===== src/rtl/instr_fetch_queue.sv =====
// Instruction fetch stage: issues one sequential word fetch at a time and buffers
// returned {pc, instr} pairs in a circular queue drained by the decoder.
module instr_fetch_queue #(
  parameter int          IQ_SIZE      = 16,
  parameter int          IQ_INDEX_LEN = 4,
  parameter logic [31:0] RESET_PC     = 32'h0000_0000
) (
  input  logic        clk_in,
  input  logic        rst_in,
  input  logic        rdy_in,
  output logic        if_read_or_not,
  output logic [31:0] intru_addr,
  input  logic        if_load_done,
  input  logic [31:0] mem_ctrl_instru_to_if,
  input  logic        jump_flag,
  input  logic [31:0] jump_addr,
  input  logic        iq_pop,
  output logic        iq_valid,
  output logic [31:0] iq_instr,
  output logic [31:0] iq_pc,
  output logic        iq_full
);

  typedef enum logic [1:0] {
    S_IDLE,
    S_WAIT,
    S_FLUSH
  } state_t;

  localparam logic [IQ_INDEX_LEN:0] CNT_FULL = (IQ_INDEX_LEN + 1)'(IQ_SIZE);

  state_t                  state, state_nxt;
  logic [31:0]             pc, pc_nxt;
  logic                    req_nxt;
  logic [31:0]             addr_nxt;
  logic [IQ_INDEX_LEN-1:0] head, tail;
  logic [IQ_INDEX_LEN:0]   count;
  logic                    push, pop_ok, flush, has_room;

  logic [31:0] mem_pc    [IQ_SIZE];
  logic [31:0] mem_instr [IQ_SIZE];

  assign has_room = (count != CNT_FULL);

  always_comb begin
    state_nxt = state;
    pc_nxt    = pc;
    req_nxt   = if_read_or_not;
    addr_nxt  = intru_addr;
    push      = 1'b0;
    flush     = 1'b0;
    pop_ok    = 1'b0;
    if (jump_flag) begin
      // Redirect overrides any pending reply or pop in the same cycle.
      flush     = 1'b1;
      state_nxt = S_FLUSH;
      req_nxt   = 1'b0;
      pc_nxt    = jump_addr;
      addr_nxt  = jump_addr;
    end else begin
      pop_ok = iq_pop && (count != '0);
      case (state)
        S_IDLE: begin
          if (has_room) begin
            req_nxt   = 1'b1;
            addr_nxt  = pc;
            state_nxt = S_WAIT;
          end
        end
        S_WAIT: begin
          // Address stays put until the reply lands; the controller restarts on any change.
          if (if_load_done) begin
            push      = 1'b1;
            pc_nxt    = pc + 32'd4;
            req_nxt   = 1'b0;
            state_nxt = S_IDLE;
          end
        end
        S_FLUSH: state_nxt = S_IDLE;
        default: state_nxt = S_IDLE;
      endcase
    end
  end

  always_ff @(posedge clk_in) begin
    if (!rst_in) begin
      state          <= S_IDLE;
      pc             <= RESET_PC;
      if_read_or_not <= 1'b0;
      intru_addr     <= RESET_PC;
      head           <= '0;
      tail           <= '0;
      count          <= '0;
    end else if (rdy_in) begin
      state          <= state_nxt;
      pc             <= pc_nxt;
      if_read_or_not <= req_nxt;
      intru_addr     <= addr_nxt;
      if (flush) begin
        head  <= '0;
        tail  <= '0;
        count <= '0;
      end else begin
        if (pop_ok) head <= head + 1'b1;
        if (push)   tail <= tail + 1'b1;
        if (push && !pop_ok)      count <= count + 1'b1;
        else if (!push && pop_ok) count <= count - 1'b1;
      end
    end
  end

  // Queue storage carries data only, so it is left out of reset.
  always_ff @(posedge clk_in) begin
    if (rdy_in && push) begin
      mem_pc[tail]    <= pc;
      mem_instr[tail] <= mem_ctrl_instru_to_if;
    end
  end

  assign iq_valid = (count != '0);
  assign iq_full  = (count == CNT_FULL);
  assign iq_instr = mem_instr[head];
  assign iq_pc    = mem_pc[head];

endmodule


===== config.mk =====
export PLATFORM = sky130hd
export DESIGN_NAME = instr_fetch_queue
export DESIGN_NICKNAME = d
export VERILOG_FILES = /design/src/rtl/instr_fetch_queue.sv
export SDC_FILE = /design/constraint.sdc
export NUM_CORES = 1
export LEC_CHECK = 0
export CAP_MARGIN = 20
export CORE_UTILIZATION = 40
export CTS_CLUSTER_DIAMETER = 50
export DETAILED_ROUTE_END_ITERATION = 10
export PLACE_DENSITY_LB_ADDON = 0.2
export RECOVER_POWER = 25
export SYNTH_ARGS = -nofsm -noshare
export SYNTH_HDL_FRONTEND = slang
export SYNTH_SLANG_ARGS = --single-unit

===== constraint.sdc =====
create_clock -name clk_in -period 8.3 [get_ports clk_in]
set_input_delay 2.075 -clock clk_in [delete_from_list [all_inputs] [get_ports clk_in]]
set_output_delay 2.075 -clock clk_in [all_outputs]
set_load 0.01 [all_outputs]

==> results.py <==
metrics = {
    "pwr": {
        "power.leakage_nw": 15.4,
        "p_int_mw": 9.29,
        "p_sw_share_pct": 21.3,
        "p_comb_share_pct": 4.4,
        "power-per-cell-area_nw_per_um2": 234,
        "vdd_ir_drop_max_uv": 185,
        "clkPwrFrac_pct": 43.1,
        "switchingPower_mw": 2.51,
        "power_frac_seq_pct": 52.5,
        "power_mw": 11.8,
    },
    "global_routing": {
        "antenna_found_initial": 1,
        "grt_pass1_wl_mm": 150,
        "grt_pass1_vias": 21955,
        "grt_usage_pct": 19.0,
        "globalRouteOverflowTotal": 0,
        "grt_start_max_net_pins": 74,
    },
    "floorplanning": {
        "rows": 119,
        "dieHeight_um": 329,
        "die_area_um2": 109000,
        "die_x_um": 329,
        "ioPinCount": 169,
        "coreArea_um2": 106000,
        "start_util_pct": 40.5,
    },
    "clocking": {
        "cts_buffer_depth": 3,
        "cts_buffers": 121,
        "cts_resized": 0,
        "clkSinkCount": 1108,
        "cts_tree": "yes",
        "post-cts-setup-buffers": 0,
        "clk_latency_ns": 0.70,
        "path_clk_slew_ns": 0.06,
        "ctsHoldBuffers": 0,
        "cts_htree_levels": 3,
        "clockRootBuffer": "clkbuf_16",
    },
    "critical_path": {
        "cp-end-kind": "output pin",
        "cp_cell_sequence": "buf_16 -> buf_12 -> mux4_2 -> mux4_2 -> clkdlybuf4s50_1",
        "cp_top_family": "buffers and inverters",
        "path_buf_inv": 3,
        "reg2reg_from": "state[0]",
        "critPathRequiredTime_ns": 6.23,
        "worst_path_most_repeated_cell": "mux4_2",
        "cp_slowest_cell": "mux4_2",
        "worstPathArrival_ns": 3.74,
        "crit_fanout": 51,
        "crit_type": "reg -> out",
        "critical-path-max-stage-delay_ns": 0.58,
        "worstSetupStartpointType": "flop",
    },
    "placed_design": {
        "place_congestion": 0.775,
        "dpl.hpwl_mm": 54.8,
        "dp.cells": 3477,
        "dpl_worst_slack_ns": 2.75,
        "port_buffers": 168,
        "placed_cell_area_um2": 46600,
    },
    "run_status": {
        "outcome": "finished with violations",
        "violations": "design-rule violations",
    },
    "min_path": {
        "hp-class": "reg -> reg",
        "worstHoldStart": "intru_addr[2]",
    },
    "sta": {
        "setup_tns_ns": 0,
        "finClkSkew_ns": 0.0199,
        "hold_viol_final": 0,
        "setup_slack_ns": 2.48,
        "rsz0062_at_grt": "false",
        "finalCriticalPeriod_ns": 5.82,
        "setup_viol": 0,
        "worstMarginPinSlew_ns": 1.31,
        "holdWs_ns": 0.505,
        "slew_viol_final": 0,
        "maxSlewHeadroom_pct": 13.0,
        "finalCritPeriodShare_pct": 70.1,
        "clock.fmax_mhz": 172,
    },
    "detailed_routing": {
        "drc": 7,
        "wl_per_cell_um": 27.5,
        "first_pass_iters": 10,
        "ant_nets": 0,
        "num_vias": 20739,
        "drt_iter0_drc": 2003,
        "wirelength_mm": 102,
        "viasPerCell": 5.61,
    },
    "flow_run": {
        "max_cap_violations": 0,
    },
    "finish": {
        "drive_gt1_share_pct": 25.0,
        "post-route-util_pct": 47.5,
        "num-nets-final": 2290,
        "antennaDiodeCount": 0,
        "syn_to_final_growth_pct": 17.3,
        "layoutNonFillerInstCount": 3698,
        "final_area_um2": 50300,
    },
    "synthesis": {
        "netlist_instances": 1984,
        "async_flop_share_pct": 0,
        "syn-cell-area_um2": 42900,
        "synth-edff-count": 1024,
        "synth_seq_cells": 1108,
        "syn_avg_cell_area_um2": 21.6,
        "ys_seq_area_share_pct": 75.6,
        "synthFlopType": "edfxtp_1",
        "yosysWarnings": 0,
        "synth_fp_nets": 2065,
        "synth.distinct_cells": 68,
    },
}
placed cells by master, fill, tap and decap left out, types with 11 or more instances in the layout:
cell type	n
nor2_4	12
nand2_1	67
a211oi_1	22
nor2_1	58
mux2i_1	28
nand3_1	21
o21ai_0	20
dfxtp_1	80
a311oi_1	17
clkdlybuf4s50_1	163
clkinv_1	24
clkinv_2	20
edfxtp_1	1024
clkbuf_16	121
inv_1	11
buf_4	27
mux4_2	320
a21oi_1	28
buf_12	14
clkbuf_1	25
worst register-to-register path, delay by kind of cell (launching register included):
kind / cells / cell delay, ns
AND/OR/NAND/NOR: 5 / 1.86
flip-flops: 1 / 0.47
buffers and inverters: 1 / 0.58
logic make-up after synthesis:
| family | Yosys count | share of synthesized area, % |
|---|---|---|
| AND/OR/NAND/NOR | 227 | 2.52 |
| XOR/XNOR | 10 | 0.204 |
| AO/OA/AOI/OAI | 154 | 2.56 |
| multiplexers | 349 | 17.5 |
| adder cells (fa/ha/maj) | 11 | 0.338 |
| buffers and inverters | 125 | 1.27 |
| flip-flops | 1108 | 75.6 |
power by group through the flow:
stage	clock network (mW)	registers, mW	logic [mW]
6_report	5.09	6.20	0.514
5_1_grt	5.39	6.20	0.557
4_1_cts	5.19	6.20	0.524
3_3_place_gp	0	6.32	0.499
3_5_place_dp	0	6.31	0.521
2_1_floorplan	0	6.29	0.303
cell usage after synthesis (4+ instances only):
cell type / n / area [µm²]
xnor2_1: 4 / 35.0
and3_1: 6 / 37.5
o21ai_0: 20 / 100
o22ai_1: 7 / 43.8
o221a_2: 5 / 56.3
buf_1: 9 / 33.8
o21a_1: 5 / 37.5
ha_1: 10 / 125
o31a_1: 4 / 35.0
nand3_1: 21 / 105
nor4_1: 7 / 43.8
a211oi_1: 22 / 165
nand2_1: 67 / 251
a31oi_1: 10 / 62.6
and2_1: 6 / 37.5
nand4_1: 8 / 50.1
or3_1: 4 / 25.0
buf_2: 35 / 175
a311oi_1: 17 / 149
mux2i_1: 28 / 280
clkbuf_1: 63 / 236
nor2_1: 70 / 263
mux4_2: 320 / 7210
nand2b_1: 7 / 43.8
inv_1: 12 / 45.0
xor2_1: 6 / 52.6
a21oi_1: 28 / 140
o211a_1: 5 / 50.1
dfxtp_1: 84 / 1680
nor3_1: 10 / 50.1
o211ai_1: 7 / 52.6
edfxtp_1: 1024 / 30700
per-layer routing:
metal	share of wire (%)	wire length, µm	GRT usage [%]	vias up
li1	-	-	-	8863
met1	44	44700	27.3	11094
met2	49	49400	30.5	665
met3	5.8	5840	2.99	117
met4	1.6	1630	4.74	0
met5	0	0	0	-
sequential cells by signal, summed over array words and instances (netlist names), named ones only:
register	flops
mem_instr	512
mem_pc	512
intru_addr	32
pc	32
count	5
head	4
tail	4
state	2
if_read_or_not	1
layout make-up:
class	instances	area, µm²
flip-flops and latches	1108	32400
inverters	12	45.0
fillers	8558	55500
repair buffers	215	2300
well taps	1391	1740
clock inverters	76	654
clock buffers	145	3120
multi-input cells	751	10000
worst paths after layout:
path,end,slack (ns),depth (start not counted)
setup reg to reg,mem_instr[13][7],5.00,6
setup / recovery,iq_pc[18],2.48,5
hold / removal,intru_addr[2],0.51,2
hold reg to reg,intru_addr[2],0.51,2
Note: power is estimated with default switching activity, not from simulation.
